===== src/rtl/bubble_sort_pkg.sv =====
// Shared types and sizing for the four-entry bubble-sort register bank.
package bubble_sort_pkg;
  localparam int unsigned DEFAULT_WIDTH = 16;
  localparam int unsigned NUM_ENTRIES   = 4;
  localparam int unsigned LAST_PASS     = 2;
  localparam int unsigned IDX_W         = 2;
  localparam int unsigned CNT_W         = 3;

  typedef enum logic {
    IDLE = 1'b0,
    SORT = 1'b1
  } state_e;
endpackage


===== src/rtl/cmp_swap.sv =====
// Unsigned compare-and-swap: orders a pair and flags when they were out of order.
module cmp_swap #(
  parameter int unsigned WIDTH = 16
) (
  input  logic [WIDTH-1:0] a,
  input  logic [WIDTH-1:0] b,
  output logic [WIDTH-1:0] lo,
  output logic [WIDTH-1:0] hi,
  output logic             swap
);
  // Strict compare so equal values stay in place.
  assign swap = a > b;
  assign lo   = swap ? b : a;
  assign hi   = swap ? a : b;
endmodule


===== src/rtl/bubble_sort4.sv =====
// Four-entry register bank feeding the MUX41 operands, with an in-place
// bubble-sort sequencer doing one compare-and-swap per clock.
module bubble_sort4
  import bubble_sort_pkg::*;
#(
  parameter int unsigned WIDTH = DEFAULT_WIDTH
) (
  input  logic             clk,
  input  logic             rst_n,
  input  logic             load,
  input  logic [WIDTH-1:0] din0,
  input  logic [WIDTH-1:0] din1,
  input  logic [WIDTH-1:0] din2,
  input  logic [WIDTH-1:0] din3,
  input  logic             start,
  output logic [WIDTH-1:0] r0,
  output logic [WIDTH-1:0] r1,
  output logic [WIDTH-1:0] r2,
  output logic [WIDTH-1:0] r3,
  output logic             busy,
  output logic             done,
  output logic [CNT_W-1:0] swap_cnt
);

  logic [WIDTH-1:0] r_q [NUM_ENTRIES];
  logic [WIDTH-1:0] r_d [NUM_ENTRIES];
  state_e           state_q, state_d;
  logic [IDX_W-1:0] pass_q, pass_d;
  logic [IDX_W-1:0] j_q, j_d;
  logic             swapped_q, swapped_d;
  logic [CNT_W-1:0] swap_cnt_q, swap_cnt_d;
  logic             busy_q, busy_d;
  logic             done_q, done_d;

  logic [IDX_W-1:0] j_hi_c;
  logic [IDX_W-1:0] j_last_c;
  logic [WIDTH-1:0] cmp_a_c, cmp_b_c, cmp_lo_c, cmp_hi_c;
  logic             swap_c;
  logic             pass_end_c;
  logic             sort_end_c;
  logic             start_ok_c;

  // Single comparator shared by every (j, j+1) pair.
  assign j_hi_c  = IDX_W'(j_q + 1'b1);
  assign cmp_a_c = r_q[j_q];
  assign cmp_b_c = r_q[j_hi_c];

  cmp_swap #(.WIDTH(WIDTH)) u_cmp_swap (
    .a    (cmp_a_c),
    .b    (cmp_b_c),
    .lo   (cmp_lo_c),
    .hi   (cmp_hi_c),
    .swap (swap_c)
  );

  // Passes shrink by one because the largest remaining entry has bubbled up.
  assign j_last_c   = IDX_W'(LAST_PASS) - pass_q;
  assign pass_end_c = (state_q == SORT) && (j_q == j_last_c);
  assign sort_end_c = pass_end_c &&
                      (!(swapped_q || swap_c) || (pass_q == IDX_W'(LAST_PASS)));
  assign start_ok_c = (state_q == IDLE) && start && !load;

  always_ff @(posedge clk or negedge rst_n) begin
    if (!rst_n) begin
      for (int k = 0; k < int'(NUM_ENTRIES); k++) r_q[k] <= '0;
      state_q    <= IDLE;
      pass_q     <= '0;
      j_q        <= '0;
      swapped_q  <= 1'b0;
      swap_cnt_q <= '0;
      busy_q     <= 1'b0;
      done_q     <= 1'b0;
    end else begin
      r_q        <= r_d;
      state_q    <= state_d;
      pass_q     <= pass_d;
      j_q        <= j_d;
      swapped_q  <= swapped_d;
      swap_cnt_q <= swap_cnt_d;
      busy_q     <= busy_d;
      done_q     <= done_d;
    end
  end

  // Sequencer: pass/index walk and termination.
  always_comb begin
    state_d   = state_q;
    pass_d    = pass_q;
    j_d       = j_q;
    swapped_d = swapped_q;
    case (state_q)
      IDLE: begin
        if (start_ok_c) begin
          state_d   = SORT;
          pass_d    = '0;
          j_d       = '0;
          swapped_d = 1'b0;
        end
      end
      SORT: begin
        if (sort_end_c) begin
          state_d = IDLE;
        end else if (pass_end_c) begin
          pass_d    = IDX_W'(pass_q + 1'b1);
          j_d       = '0;
          swapped_d = 1'b0;
        end else begin
          j_d       = IDX_W'(j_q + 1'b1);
          swapped_d = swapped_q | swap_c;
        end
      end
      default: state_d = IDLE;
    endcase
  end

  // Datapath and status: register writes, swap count, busy/done.
  always_comb begin
    r_d        = r_q;
    swap_cnt_d = swap_cnt_q;
    busy_d     = 1'b0;
    done_d     = 1'b0;
    case (state_q)
      IDLE: begin
        if (load) begin
          r_d[0] = din0;
          r_d[1] = din1;
          r_d[2] = din2;
          r_d[3] = din3;
        end else if (start) begin
          swap_cnt_d = '0;
          busy_d     = 1'b1;
        end
      end
      SORT: begin
        busy_d = !sort_end_c;
        done_d = sort_end_c;
        if (swap_c) begin
          r_d[j_q]    = cmp_lo_c;
          r_d[j_hi_c] = cmp_hi_c;
          swap_cnt_d  = CNT_W'(swap_cnt_q + 1'b1);
        end
      end
      default: ;
    endcase
  end

  assign r0       = r_q[0];
  assign r1       = r_q[1];
  assign r2       = r_q[2];
  assign r3       = r_q[3];
  assign busy     = busy_q;
  assign done     = done_q;
  assign swap_cnt = swap_cnt_q;

endmodule

===== config.mk =====
export PLATFORM = sky130hd
export DESIGN_NAME = bubble_sort4
export DESIGN_NICKNAME = d
export VERILOG_FILES = /design/src/rtl/bubble_sort_pkg.sv /design/src/rtl/cmp_swap.sv /design/src/rtl/bubble_sort4.sv
export SDC_FILE = /design/constraint.sdc
export NUM_CORES = 1
export LEC_CHECK = 0
export BUFFER_PORTS_ARGS = -buffer_cell sky130_fd_sc_hd__buf_2
export CORE_UTILIZATION = 35
export DETAILED_ROUTE_END_ITERATION = 6
export GPL_TIMING_DRIVEN = 0
export SLEW_MARGIN = 5
export SYNTH_ARGS = -nofsm -noshare
export SYNTH_HDL_FRONTEND = slang
export SYNTH_SLANG_ARGS = --single-unit

===== constraint.sdc =====
create_clock -name clk -period 5.8 [get_ports clk]
set_input_delay 1.16 -clock clk [delete_from_list [all_inputs] [get_ports clk]]
set_output_delay 1.16 -clock clk [all_outputs]
set_load 0.1 [all_outputs]

==> out/metrics.csv <==
stage,metric,value,unit
clock_tree,insertion_delay,350,ps
critical_path,cp-end-kind,register,
sta,fin_crit_sh,0.942,
floorplan,coreArea,19000,µm²
clock_tree,cts.path.max_buffers,2,
hold_path,hold_class,reg -> reg,
sta,finalSetupViolCount,0,
yosys,synthArstFlopShare,1.00,
yosys,synth.largest_area_cell,dfrtp_1,
critical_path,rrSetupSlack,340,ps
clock_tree,cts.sinks,75,
placement,placed_area,7880,µm²
floorplan,die_height,142,µm
clock_tree,clk_pin_slew,60,ps
yosys,syn-cell-area,6840,µm²
sta,rsz0062_at_grt,false,
global_routing,grt_max_degree,62,
route,drtAntennaViolNets,0,
sta,setup_slack,337,ps
floorplan,num_rows,50,
global_routing,grt_util_all_layers,0.256,
clock_tree,postCtsSetupRepairBufs,0,
global_routing,grt_pass1_wl,39000,µm
yosys,synth_top_area_frac,0.274,
global_routing,grt_pass1_vias,6685,
critical_path,critPathLaunchType,register,
yosys,synth_compound_area_frac,0.257,
clock_tree,cts_root_buf,clkbuf_16,
sta,relSlewSlack,0.486,
yosys,syn-num-nets,878,
clock_tree,cts.repair.resized,1,
yosys,muxShareOfSynthArea,0.173,
job,drv_cap,0,
yosys,synth.top_cells.by_area,"dfrtp_1 27%, mux4_2 11%, nand2_1 7.0%",
clock_tree,cts_tree,done,
placement,place_worst_setup_slack,-142,ps
floorplan,io_pins,137,
route,wirelength,25100,µm
sta,slew_violations,0,
yosys,synth_top_family_by_area,compound AO/OA/AOI/OAI gates,
yosys,synth_edf_count,0,
yosys,synth-xor-area-share,0.00512,
route,remaining_drc_errors,0,
finish,n_antenna_cell,0,
yosys,synth-seq-area-share,0.274,
route,drtIter0Drc,696,
sta,hold-worst-slack,521,ps
route,vias,6999,
floorplan,die-area,20100,µm²
critical_path,critical_path_class,reg -> reg,
floorplan,start_util,0.361,
status,status,"complete, no violations",
yosys,yosys-top-cells-count,"127 x nand2_1, 75 x dfrtp_1, 66 x clkbuf_1",
yosys,synth_cells,787,
yosys,yosys.area_share.simple,0.177,
clock_tree,cts_max_level,3,
yosys,synth.most_common_cell,nand2_1,
placement,dp.cells,1184,
sta,tightest_slew,771,ps
route,wl_per_cell,20.9,µm
finish,synthToLayoutAreaGrowth,19.9,%
critical_path,arrival,5700,ps
finish,final_area,8200,µm²
floorplan,die_w,142,µm
critical_path,required,6030,ps
placement,gp_congestion,0.929,
yosys,yosys_warnings,0,
yosys,ys_ff_latch,75,
sta,clock_skew,9.02,ps
global_routing,overflow,0,
route,drtPass1Iterations,6,
finish,nets,1025,
placement,dp_hpwl,19700,µm
yosys,synth_fa_ha_area_frac,0.0421,
yosys,synth_top_flop_cell,dfrtp_1,
clock_tree,cts_inserted_buffers,9,
global_routing,antenna_found_initial,0,
yosys,postSynthAreaPerCell,8.69,µm²
sta,fmax,183,MHz
route,via_per_inst,5.84,
placement,port_buffers,136,
finish,drive_gt1_frac,0.264,
yosys,ys_types,42,
sta,hold_viol,0,
finish,layout.cells.non_filler,1198,
sta,period_needed,5460,ps
critical_path,worstPathMaxFanout,16,
clock_tree,ctsHoldBuffers,0,
cells in the final DEF (no fill, tap or decap), types with 15 or more instances in the layout:
cell type and instances:
nor2_1 42, inv_1 23, nand4_1 18, nand2_1 127, o21ai_1 50, mux2_1 15
mux2_4 16, dfrtp_1 75, a21o_1 16, a31oi_1 34, a22oi_1 32, mux4_2 32
buf_2 148, clkbuf_1 65, nand3_1 33, nor2b_1 38, o21ai_0 21, ha_1 23
a22o_1 16, a221o_1 32, a221oi_2 16
critical path, cell delays in order, from the launching register on:
cell and delay [ps]:
dfrtp_1 400, clkbuf_4 320, buf_2 310, inv_1 140
ha_1 290, buf_2 260, buf_2 370, mux4_2 690
inv_1 110, ha_1 150, nand4_1 160, or4_4 600
a21oi_1 230, nor3_2 110, nor2_8 210, buf_4 230
mux2_1 350, a221oi_2 300, o21ai_1 110
final timing paths:
path | end | depth (start not counted) | from
max in group asynchronous | r0[4]$_DFFE_PN0P_ | 2 | rst_n
min in group asynchronous | r2[11]$_DFFE_PN0P_ | 1 | rst_n
max reg2reg | r0[12]$_DFFE_PN0P_ | 18 | j_q[0]$_DFFE_PN0P_
min | swapped_q$_DFFE_PN0P_ | 2 | swapped_q$_DFFE_PN0P_
min reg2reg | swapped_q$_DFFE_PN0P_ | 2 | swapped_q$_DFFE_PN0P_
max | r0[12]$_DFFE_PN0P_ | 18 | j_q[0]$_DFFE_PN0P_
cells by family (layout without fill, tap and decap cells):
kind of cell    Yosys count  after routing
mux                      68             68
simple gates            263            263
flops                    75             75
buf+inv                 117            268
compound gates          237            237
fa+ha+maj                23             23
xor+xnor                  4              4
sequential cells by signal, indices dropped and copies added (netlist names):
signal,flops
done,1
swapped_q,1
r2,16
pass_q,2
swap_cnt,3
r3,16
r0,16
j_q,2
busy,1
r1,16
state_q,1
per-stage QoR:
stage,TNS [ps],utilization
2_1_floorplan,0,-
3_3_place_gp,-1020,0.414
3_5_place_dp,-2030,0.416
4_1_cts,0,0.432
5_1_grt,0,0.433
6_report,0,0.433
area by class of cell:
class                      count  area (µm²)
buffer                        93         409
clock buffer                  11         243
clock inverter                 4        75.1
fill                        1933       10800
inverter                      23        86.3
multi-input combinational    595        4480
sequential                    75        1880
tap                          260         325
timing repair buffer         137         711
layer usage:
metal	track usage	vias up	share of wire
li1	-	3213	-
met5	0	-	0
met4	0.0741	0	0.020
met2	0.425	338	0.47
met3	0.0364	35	0.082
met1	0.347	3413	0.42
Power is left out: the tool's default activity adds up to more than one toggle a clock period on the data nets, which glitch-free logic cannot reach.
